`config.mk`:
```
export PLATFORM = sky130hd
export DESIGN_NAME = inst_fetch_queue
export DESIGN_NICKNAME = d
export VERILOG_FILES = /design/src/rtl/inst_fetch_queue.sv
export SDC_FILE = /design/constraint.sdc
export NUM_CORES = 1
export LEC_CHECK = 0
export CORE_ASPECT_RATIO = 2
export CORE_MARGIN = 1.5
export CORE_UTILIZATION = 47
export CTS_BUF_LIST = sky130_fd_sc_hd__clkbuf_8
export DETAILED_ROUTE_END_ITERATION = 16
export MAX_ROUTING_LAYER = met4
export PLACE_DENSITY_LB_ADDON = 0.15
export SYNTH_ARGS = -nofsm -noshare
export SYNTH_HDL_FRONTEND = slang
export SYNTH_SLANG_ARGS = --single-unit
```
`constraint.sdc`:
```
create_clock -name clk -period 4.8 [get_ports clk]
set_input_delay 0.48 -clock clk [delete_from_list [all_inputs] [get_ports clk]]
set_output_delay 0.48 -clock clk [all_outputs]
set_load 0.02 [all_outputs]
```
`src/rtl/inst_fetch_queue.sv`:
```
//============================================================================
// Module      : inst_fetch_queue
// Description : Circular instruction buffer sitting between the I-cache
//               fetch return and the decode-side slot multiplexer. Every
//               storage slot is exposed in parallel (mux data inputs) and
//               the read pointer is exposed as the mux select, so the mux
//               output is always the oldest queued instruction.
// Optional    : FETCH_QUEUE_STALL_CNT_EN - when defined, stall_cnt counts
//               cycles where fetch offers data while the queue is full
//               (saturating); otherwise stall_cnt is tied to zero.
// Ports       : clk, rst        - clock, synchronous active-high reset
//               flush           - redirect, discards all queued entries
//               wr_valid/ready  - fetch-side handshake
//               wr_inst, wr_pc  - fetched instruction and its PC
//               slot_inst       - all storage slots, slot i = entry i
//               rd_sel          - read pointer (mux select)
//               rd_pc           - PC of the entry at rd_sel
//               rd_valid/ready  - decode-side handshake
//               count           - occupied entries, 0..INPUT_SLOT
//               stall_cnt       - fetch stall statistic
// Revision    : 1.0 - initial release
//============================================================================
`default_nettype none

module inst_fetch_queue #(
  parameter int INPUT_SLOT  = 4,
  parameter int INST_LENGTH = 32,
  parameter int PC_LENGTH   = 32
) (
  input  logic                                  clk,
  input  logic                                  rst,
  input  logic                                  flush,
  input  logic                                  wr_valid,
  output logic                                  wr_ready,
  input  logic [INST_LENGTH-1:0]                wr_inst,
  input  logic [PC_LENGTH-1:0]                  wr_pc,
  output logic [INPUT_SLOT-1:0][INST_LENGTH-1:0] slot_inst,
  output logic [$clog2(INPUT_SLOT)-1:0]         rd_sel,
  output logic [PC_LENGTH-1:0]                  rd_pc,
  output logic                                  rd_valid,
  input  logic                                  rd_ready,
  output logic [$clog2(INPUT_SLOT):0]           count,
  output logic [15:0]                           stall_cnt
);

  localparam int c_ptr_w = $clog2(INPUT_SLOT);
  localparam int c_cnt_w = c_ptr_w + 1;
  localparam logic [c_cnt_w-1:0] c_full = c_cnt_w'(INPUT_SLOT);

  logic [INPUT_SLOT-1:0][INST_LENGTH-1:0] r_slot;
  logic [PC_LENGTH-1:0]                   r_pc [INPUT_SLOT];
  logic [c_ptr_w-1:0]                     r_wr_ptr;
  logic [c_ptr_w-1:0]                     r_rd_ptr;
  logic [c_cnt_w-1:0]                     r_count;

  logic w_wr_ready;
  logic w_rd_valid;
  logic w_push;
  logic w_pop;

  // Handshake flags come from the registered count only, so there is no
  // combinational path between the two sides of the queue. A full queue
  // refuses a push even when a pop happens in the same cycle.
  assign w_wr_ready = (r_count != c_full);
  assign w_rd_valid = (r_count != '0);
  assign w_push     = wr_valid & w_wr_ready;
  assign w_pop      = w_rd_valid & rd_ready;

  always_ff @(posedge clk) begin
    if (rst) begin
      r_wr_ptr <= '0;
      r_rd_ptr <= '0;
      r_count  <= '0;
      r_slot   <= '0;
      for (int i = 0; i < INPUT_SLOT; i++) begin
        r_pc[i] <= '0;
      end
    end else if (flush) begin
      // Redirect: only the bookkeeping is reset, stale storage is harmless.
      r_wr_ptr <= '0;
      r_rd_ptr <= '0;
      r_count  <= '0;
    end else begin
      if (w_push) begin
        r_slot[r_wr_ptr] <= wr_inst;
        r_pc[r_wr_ptr]   <= wr_pc;
        r_wr_ptr         <= r_wr_ptr + 1'b1;
      end
      if (w_pop) begin
        r_rd_ptr <= r_rd_ptr + 1'b1;
      end
      case ({w_push, w_pop})
        2'b10:   r_count <= r_count + 1'b1;
        2'b01:   r_count <= r_count - 1'b1;
        default: r_count <= r_count;
      endcase
    end
  end

`ifdef FETCH_QUEUE_STALL_CNT_EN
  logic [15:0] r_stall_cnt;

  always_ff @(posedge clk) begin
    if (rst) begin
      r_stall_cnt <= '0;
    end else if (wr_valid && !w_wr_ready && !flush && (r_stall_cnt != 16'hFFFF)) begin
      r_stall_cnt <= r_stall_cnt + 16'd1;
    end
  end

  assign stall_cnt = r_stall_cnt;
`else
  assign stall_cnt = 16'h0;
`endif

  assign wr_ready  = w_wr_ready;
  assign rd_valid  = w_rd_valid;
  assign rd_sel    = r_rd_ptr;
  assign rd_pc     = r_pc[r_rd_ptr];
  assign count     = r_count;
  assign slot_inst = r_slot;

endmodule

`default_nettype wire

```
# == Word level (Yosys, flattened, before mapping) ==
# Memory sizes are Yosys's and may differ from the RTL's. A register that Yosys moved wholly into a read port is not among the register bits.
# Index checks and enable logic that the tools add are counted.
# classes
muxes,15
eq_ne,3
bitwise_logic,3
n_addsub,4
n_reduce_logical,6
n_lt_le_gt_ge,2
# ops
operator,n
bitwise mux 128 bit,1
demux 32 bit (select 2 bit),1
two-way mux 32 bit,2
OR reduction 32 bit,1
two-way mux 1 bit,7
two-way mux 2 bit,3
one-hot mux 3 bit (2 select lines),1
"adder 2 x 1 -> 2 bit, second input constant",2
"adder 3 x 1 -> 3 bit, second input constant",1
"less-than comparator 2 x 3 -> 1 bit, second input constant",1
"!= test 3 bit, second input constant",1
nonzero test 3 bit,1
"subtractor 3 x 1 -> 3 bit, second input constant",1
bitwise AND 1 bit,2
"equality test 2 x 1 -> 1 bit, second input constant",1
"equality test 2 bit, second input constant",1
"greater-or-equal comparator 2 x 1 -> 1 bit, second input constant",1
AND reduction 2 bit,1
nonzero test 2 bit,1
OR reduction 2 bit,1
logical AND 1 bit,1
inverter 1 bit,1
# word_totals
inputBits,69
n_memories,1
ram_bits,128
wordCells,41
regBits,135
output_inout_bits,183
# memory_table
memory,words,word_bits,rd,rd_ports_with_merged_regs,wr,line_no,rtl
r_pc,4,32,1,1,4,51,logic [PC_LENGTH-1:0] r_pc [INPUT_SLOT];

# == Logic depth before layout (Yosys ltp) ==
# Gate-level depths: netlist (run 1).
# logic_depth
ltp_word,8
depth_mapped,9

# == Worst setup path before layout (run 1) ==
# Ideal clock, no wire load.
# synth_timing
path_type,reg-to-reg
start,register r_count[0] (netlist: count[0])
end,memory r_pc[3][0] (enable)
t_arrival_ns,4.242
synth_period_minus_slack_ns,4.753
n_path_buf,0
setup_ns,0.511
slack_ns,0.047
path_stages_with_launch,5
cell_sequence,dfxtp_1 > nor3b_2 > clkinv_1 > nand2_1 > o41ai_1
# synth_rtl
element,line_no,rtl
start: declaration,54,logic [c_cnt_w-1:0] r_count;
start signal: assignment,93,2'b10: r_count <= r_count + 1'b1;
start signal: assignment,94,2'b01: r_count <= r_count - 1'b1;
start signal: assignment,95,default: r_count <= r_count;
end: declaration,51,

==> flow_metrics.env, run 1 <==
export IMPL_outcome="complete, no violations"
export IMPL_setup_tns_ns=0
export IMPL_grt_max_degree=76
export IMPL_rsz0062_at_grt="false"
export IMPL_syn2layout_area_growth_pct=29.9
export IMPL_cellPowerDensity_nw_per_um2=330
export IMPL_r2r_setup_slack_ns=2.15
export IMPL_cts_num_sinks=265
export IMPL_antenna_found_initial=1
export IMPL_p_leak_nw=5.71
export IMPL_critPathCaptureType="output port"
export IMPL_wl_um=25500
export IMPL_io_pins=252
export IMPL_dpl_cell_area_um2=13400
export IMPL_ys_warn_count=0
export IMPL_dieHeight_um=218
export IMPL_postSynthAreaPerCell_um2=12.9
export IMPL_final_common_cell="clkdlybuf4s50_1"
export IMPL_gp_congestion=0.768
export IMPL_tightest_slew_ns=0.946
export IMPL_path_class="reg2out"
export IMPL_drv_slew=0
export IMPL_htree_levels=2
export IMPL_synth_seq_cells=265
export IMPL_hold_viol=0
export IMPL_placementRows=78
export IMPL_drcViolationCount=0
export IMPL_hpwl_um=16800
export IMPL_clock_path_buffers=3
export IMPL_fp_dieW_um=111
export IMPL_ant_nets=0
export IMPL_cp_required_ns=4.32
export IMPL_cp_data_arrival_time_ns=2.91
export IMPL_drt_iter0_drc=230
export IMPL_start_kind="flop"
export IMPL_cts_buffers=38
export IMPL_p_total_mw=4.66
export IMPL_setup_viol=0
export IMPL_layout_nets=1150
export IMPL_clkLatencyLatePin_ns=0.53
export IMPL_dieArea_um2=24100
export IMPL_holdBufCountCts=0
export IMPL_vias_per_cell=5.03
export IMPL_cts_resized=0
export IMPL_start_util_pct=47.9
export IMPL_synthDistinctLibCells=37
export IMPL_min_period_over_period_pct=70.7
export IMPL_root_buffer="clkbuf_8"
export IMPL_cts_clk_slew_worst_paths_ns=0.06
export IMPL_grt_overflow=0
export IMPL_peakVddDrop_mv=0.235
export IMPL_drv_cap=0
export IMPL_post_route_cell_area_um2=14100
export IMPL_placedCellCount=1315
export IMPL_cp_max_fo=17
export IMPL_post_cts_buffers=0
export IMPL_cts_tree="yes"
export IMPL_hold_class="reg2reg"
export IMPL_max_slew_margin_pct=36.8
export IMPL_drive_gt1_share_pct=10.8
export IMPL_fin_crit_ns=3.39
export IMPL_final_cell_count_no_fill=1384
export IMPL_drtPass1Iterations=6
export IMPL_netlist_instances=842
export IMPL_skew_ns=0.0272
export IMPL_seq_area_frac_synth_pct=60.5
export IMPL_groute_usage_overall_pct=21.9
export IMPL_grt_pass1_wl_um=40100
export IMPL_wire_per_inst_um=18.4
export IMPL_grt_pass1_vias=7577
export IMPL_layout_common_cells="clkdlybuf4s50_1, nand2_1, dfxtp_1"
export IMPL_port_buffers=235
export IMPL_synth_area_um2=10900
export IMPL_max_freq_mhz=295
export IMPL_num_vias=6968
export IMPL_core_area_um2=22700
==> where the power goes <==
part | internal [mW] | switching [mW] | leakage (nW)
Clock | 0.950 | 0.841 | 0.444
Sequential | 2.44 | 0.0301 | 2.41
Combinational | 0.184 | 0.213 | 2.86
==> cell families after synthesis <==
family	synth area share (%)
compound gates	0.644
buf+inv	4.27
flops	60.5
other cells	0.0345
fa+ha+maj	0.759
mux	18.4
xor+xnor	0.322
simple gates	15.1
==> through the flow <==
stage                     util (%)  worst slack (ns)  hold WS (ns)
after floorplan                  -            0.0469         0.518
after global placement        58.7              1.52         0.441
after detailed placement      58.7              1.48         0.447
after CTS                     62.2              1.30         0.458
after global routing          62.2              1.23         0.475
final                         62.2              1.41         0.456
==> synth_stat cells (all sizes together) <==
cell type / instances / area share (%)
xor2: 3 / 0.24
clkinv: 1 / 0.034
nand3: 2 / 0.092
fa: 1 / 0.18
or2: 3 / 0.20
a21oi: 4 / 0.18
nor4: 2 / 0.39
and2: 128 / 7.4
nand4b: 2 / 0.28
edfxtp: 128 / 35
o311ai: 1 / 0.080
or3: 4 / 0.23
o21ai: 3 / 0.14
o31a: 1 / 0.080
clkbuf: 31 / 1.1
conb: 1 / 0.034
nand2: 164 / 5.7
nor3b: 1 / 0.11
nor2: 7 / 0.24
nor4b: 1 / 0.22
xnor2: 1 / 0.080
o41ai: 2 / 0.16
mux4: 32 / 6.6
ha: 5 / 0.57
inv: 7 / 0.24
mux2i: 128 / 12
nand2b: 1 / 0.058
buf: 38 / 2.9
nor3: 3 / 0.23
dfxtp: 137 / 25
==> final cells by class <==
type | count | area, um2
clock buffers | 51 | 702
fillers | 1823 | 8600
inverters | 8 | 32.5
repair buffers | 247 | 2450
clock inverters | 17 | 75.1
well taps | 280 | 350
diodes | 1 | 2.50
flip-flops and latches | 265 | 6590
multi-input cells | 515 | 3930
==> critical path: stages (launching register included) <==
cell             delay, ns
dfxtp_2               0.75
buf_4                 0.46
mux4_2                0.61
clkdlybuf4s50_1       0.57
==> per-layer routing <==
metal | GRT usage, % | vias up | part of all wire [%]
li1 | - | 3333 | -
met1 | 21.5 | 3349 | 35
met2 | 40.2 | 219 | 54
met3 | 4.83 | 67 | 5.7
met4 | 10.9 | 0 | 4.7
met5 | - | - | 0
==> sequential cells by signal, indices dropped and copies added (netlist names), named ones only <==
signal     count
slot_inst    128
r_pc         128
r_wr_ptr       2
count          3
rd_sel         2
==> path summary, 6_finish.rpt <==
| path | from | to | cells after the start |
|---|---|---|---|
| setup reg to reg | count[2]$_SDFFE_PP0P_ | count[2]$_SDFFE_PP0P_ | 10 |
| hold reg to reg | slot_inst[100]$_SDFFE_PP0P_ | slot_inst[100]$_SDFFE_PP0P_ | 2 |
| setup / recovery | flop | rd_pc[13] | 3 |
| hold / removal | slot_inst[100]$_SDFFE_PP0P_ | slot_inst[100]$_SDFFE_PP0P_ | 2 |
No activity file was read; power rests on OpenSTA's default activity.
==> run 2, diff against run 1 <==
- clock period: 4.8 -> 2.75 ns (I/O delays scaled with it)
==> run 2 against run 1 <==
Against the previous run: count of clock-buffer cells in the layout decreased by 6; wire length is 1.5% lower; cell count increased by 0.43%; worst hold slack got worse by 0.070 ns; critical endpoint is now rd_pc[23]; first-iteration DRC count rose by 5.2%; sequential share of layout area is 0.44 points lower; combinational power grew 81%; largest power group unchanged; non-clock buffer count increased by 10; cell area up 0.96%; flip-flop and latch count stayed put; die area unchanged; clock skew shrank 0.010 ns.
==> flow_metrics.env, run 2 (synthesized netlist as in run 1, its figures left out) <==
export IMPL_layout_nets=1159
export IMPL_drt_iter0_drc=242
export IMPL_r2r_setup_slack_ns=0.55
export IMPL_r2r_end="count[2]$_SDFFE_PP0P_"
export IMPL_layout_common_cells="clkdlybuf4s50_1, nand2_1, dfxtp_1"
export IMPL_cp_max_fo=32
export IMPL_syn2layout_area_growth_pct=31.2
export IMPL_vias_per_cell=5.03
export IMPL_critPathCaptureType="output port"
export IMPL_placedCellCount=1325
export IMPL_groute_usage_overall_pct=21.8
export IMPL_wire_per_inst_um=18.1
export IMPL_wl_um=25100
export IMPL_multiInputGateArea_um2=3950
export IMPL_grt_pass1_vias=7465
export IMPL_drcViolationCount=0
export IMPL_drive_gt1_share_pct=10.9
export IMPL_drtPass1Iterations=4
export IMPL_fillers=1823
export IMPL_cp_required_ns=2.48
export IMPL_timing_rr_start="count[2]$_SDFFE_PP0P_"
export IMPL_top_layer="met4"
export IMPL_cts_buffers=37
export IMPL_drv_cap=0
export IMPL_start_kind="flop"
export IMPL_path_class="reg2out"
export IMPL_dieArea_um2=24100
export IMPL_dieHeight_um=218
export IMPL_post_cts_buffers=0
export IMPL_setup_tns_ns=0
export IMPL_num_vias=6994
export IMPL_drv_slew=0
export IMPL_setup_viol=0
export IMPL_clock_path_buffers=3
export IMPL_grt_overflow=0
export IMPL_cp_data_arrival_time_ns=2.30
export IMPL_hold_class="in2reg"
export IMPL_wl_met1_um=9090
export IMPL_max_slew_margin_pct=59.1
export IMPL_grt_pass1_wl_um=40100
export IMPL_cts_clk_slew_worst_paths_ns=0.07
export IMPL_max_freq_mhz=388
export IMPL_port_buffers=235
export IMPL_gp_congestion=0.770
export IMPL_min_period_over_period_pct=93.6
export IMPL_min_delay_start="wr_inst[26]"
export IMPL_tightest_slew_ns=0.610
export IMPL_root_buffer="clkbuf_8"
export IMPL_holdPathEnd="slot_inst[58]$_SDFFE_PP0P_"
export IMPL_antenna_found_initial=1
export IMPL_dr_wl_met3_um=1530
export IMPL_register_area_um2=6590
export IMPL_hpwl_um=16700
export IMPL_p_total_mw=8.05
export IMPL_outcome="complete, no violations"
export IMPL_dr_wl_met2_um=13800
export IMPL_peakVddDrop_mv=0.388
export IMPL_cts_resized=0
export IMPL_placementRows=78
export IMPL_hold_viol=0
export IMPL_skew_ns=0.0170
export IMPL_final_cell_count_no_fill=1390
export IMPL_core_area_um2=22700
export IMPL_cts_num_sinks=265
export IMPL_start_util_pct=47.9
export IMPL_cellPowerDensity_nw_per_um2=564
export IMPL_cts_tree="yes"
export IMPL_fp_dieW_um=111
export IMPL_reg2regPathDepth=9
export IMPL_final_common_cell="clkdlybuf4s50_1"
export IMPL_clkLatencyLatePin_ns=0.53
export IMPL_grt_max_degree=75
export IMPL_holdBufCountCts=0
export IMPL_io_pins=252
export IMPL_htree_levels=2
export IMPL_rsz0062_at_grt="false"
export IMPL_hold_depth=3
export IMPL_p_leak_nw=5.77
export IMPL_fin_crit_ns=2.57
export IMPL_ant_nets=0
-- run 2: cell count changes in the layout (fill, tap and decap cells not counted), sizes merged --
cell    previous run  this run
inv               17        21
clkinv             7         4
clkbuf            51        45
bufinv             0         1
buf               12        22
-- run 2: critical path, cell delays in order, from the launching register on --
cell and delay, ns:
dfxtp_2 0.34, buf_12 0.26, mux4_2 0.58, clkdlybuf4s50_1 0.57
-- run 2: area by class of cell --
| type | count | area share (%) |
|---|---|---|
| Sequential cell | 265 | 46.1 |
| Multi-Input combinational cell | 515 | 27.7 |
| Timing Repair Buffer | 257 | 18.4 |
| Clock buffer | 45 | 4.34 |
| Tap cell | 280 | 2.45 |
| Clock inverter | 19 | 0.736 |
| Inverter | 8 | 0.228 |
| Antenna cell | 1 | 0.0175 |
-- run 2: metal layers --
metal  vias to the layer above  GRT usage (%)
met5                         -              -
met2                       194           39.7
li1                       3353              -
met3                        48           5.60
met4                         0           8.93
met1                      3399           22.1
-- run 2: per-stage QoR --
stage	utilization [%]	hold slack, ns	area [um2]	worst slack, ns
2_1_floorplan	-	0.473	11000	0.215
3_3_place_gp	59.6	0.441	13500	0.520
3_5_place_dp	59.6	0.449	13500	0.484
4_1_cts	62.8	0.351	14300	0.0963
5_1_grt	62.8	0.389	14300	0.0833
6_report	62.8	0.386	14300	0.175
-- run 2: worst max path at each step --
stage	startpoint	endpoint	slack, ns	depth (start not counted)
detailed placement	rd_ready	count[2]$_SDFFE_PP0P_	0.48	8
CTS	flop	rd_pc[23]	0.1	3
global route	flop	rd_pc[23]	0.08	3
floorplan	count[2]$_SDFFE_PP0P_	count[2]$_SDFFE_PP0P_	0.22	9
finish	flop	rd_pc[23]	0.18	3
global placement	rd_ready	count[2]$_SDFFE_PP0P_	0.52	8
-- run 2: report_power, final --
| group | switching [mW] | leakage (nW) | internal, mW |
|---|---|---|---|
| combinational | 0.382 | 2.94 | 0.340 |
| clock | 1.44 | 0.424 | 1.57 |
| sequential | 0.0455 | 2.41 | 4.27 |
| total | 1.87 | 5.77 | 6.18 |
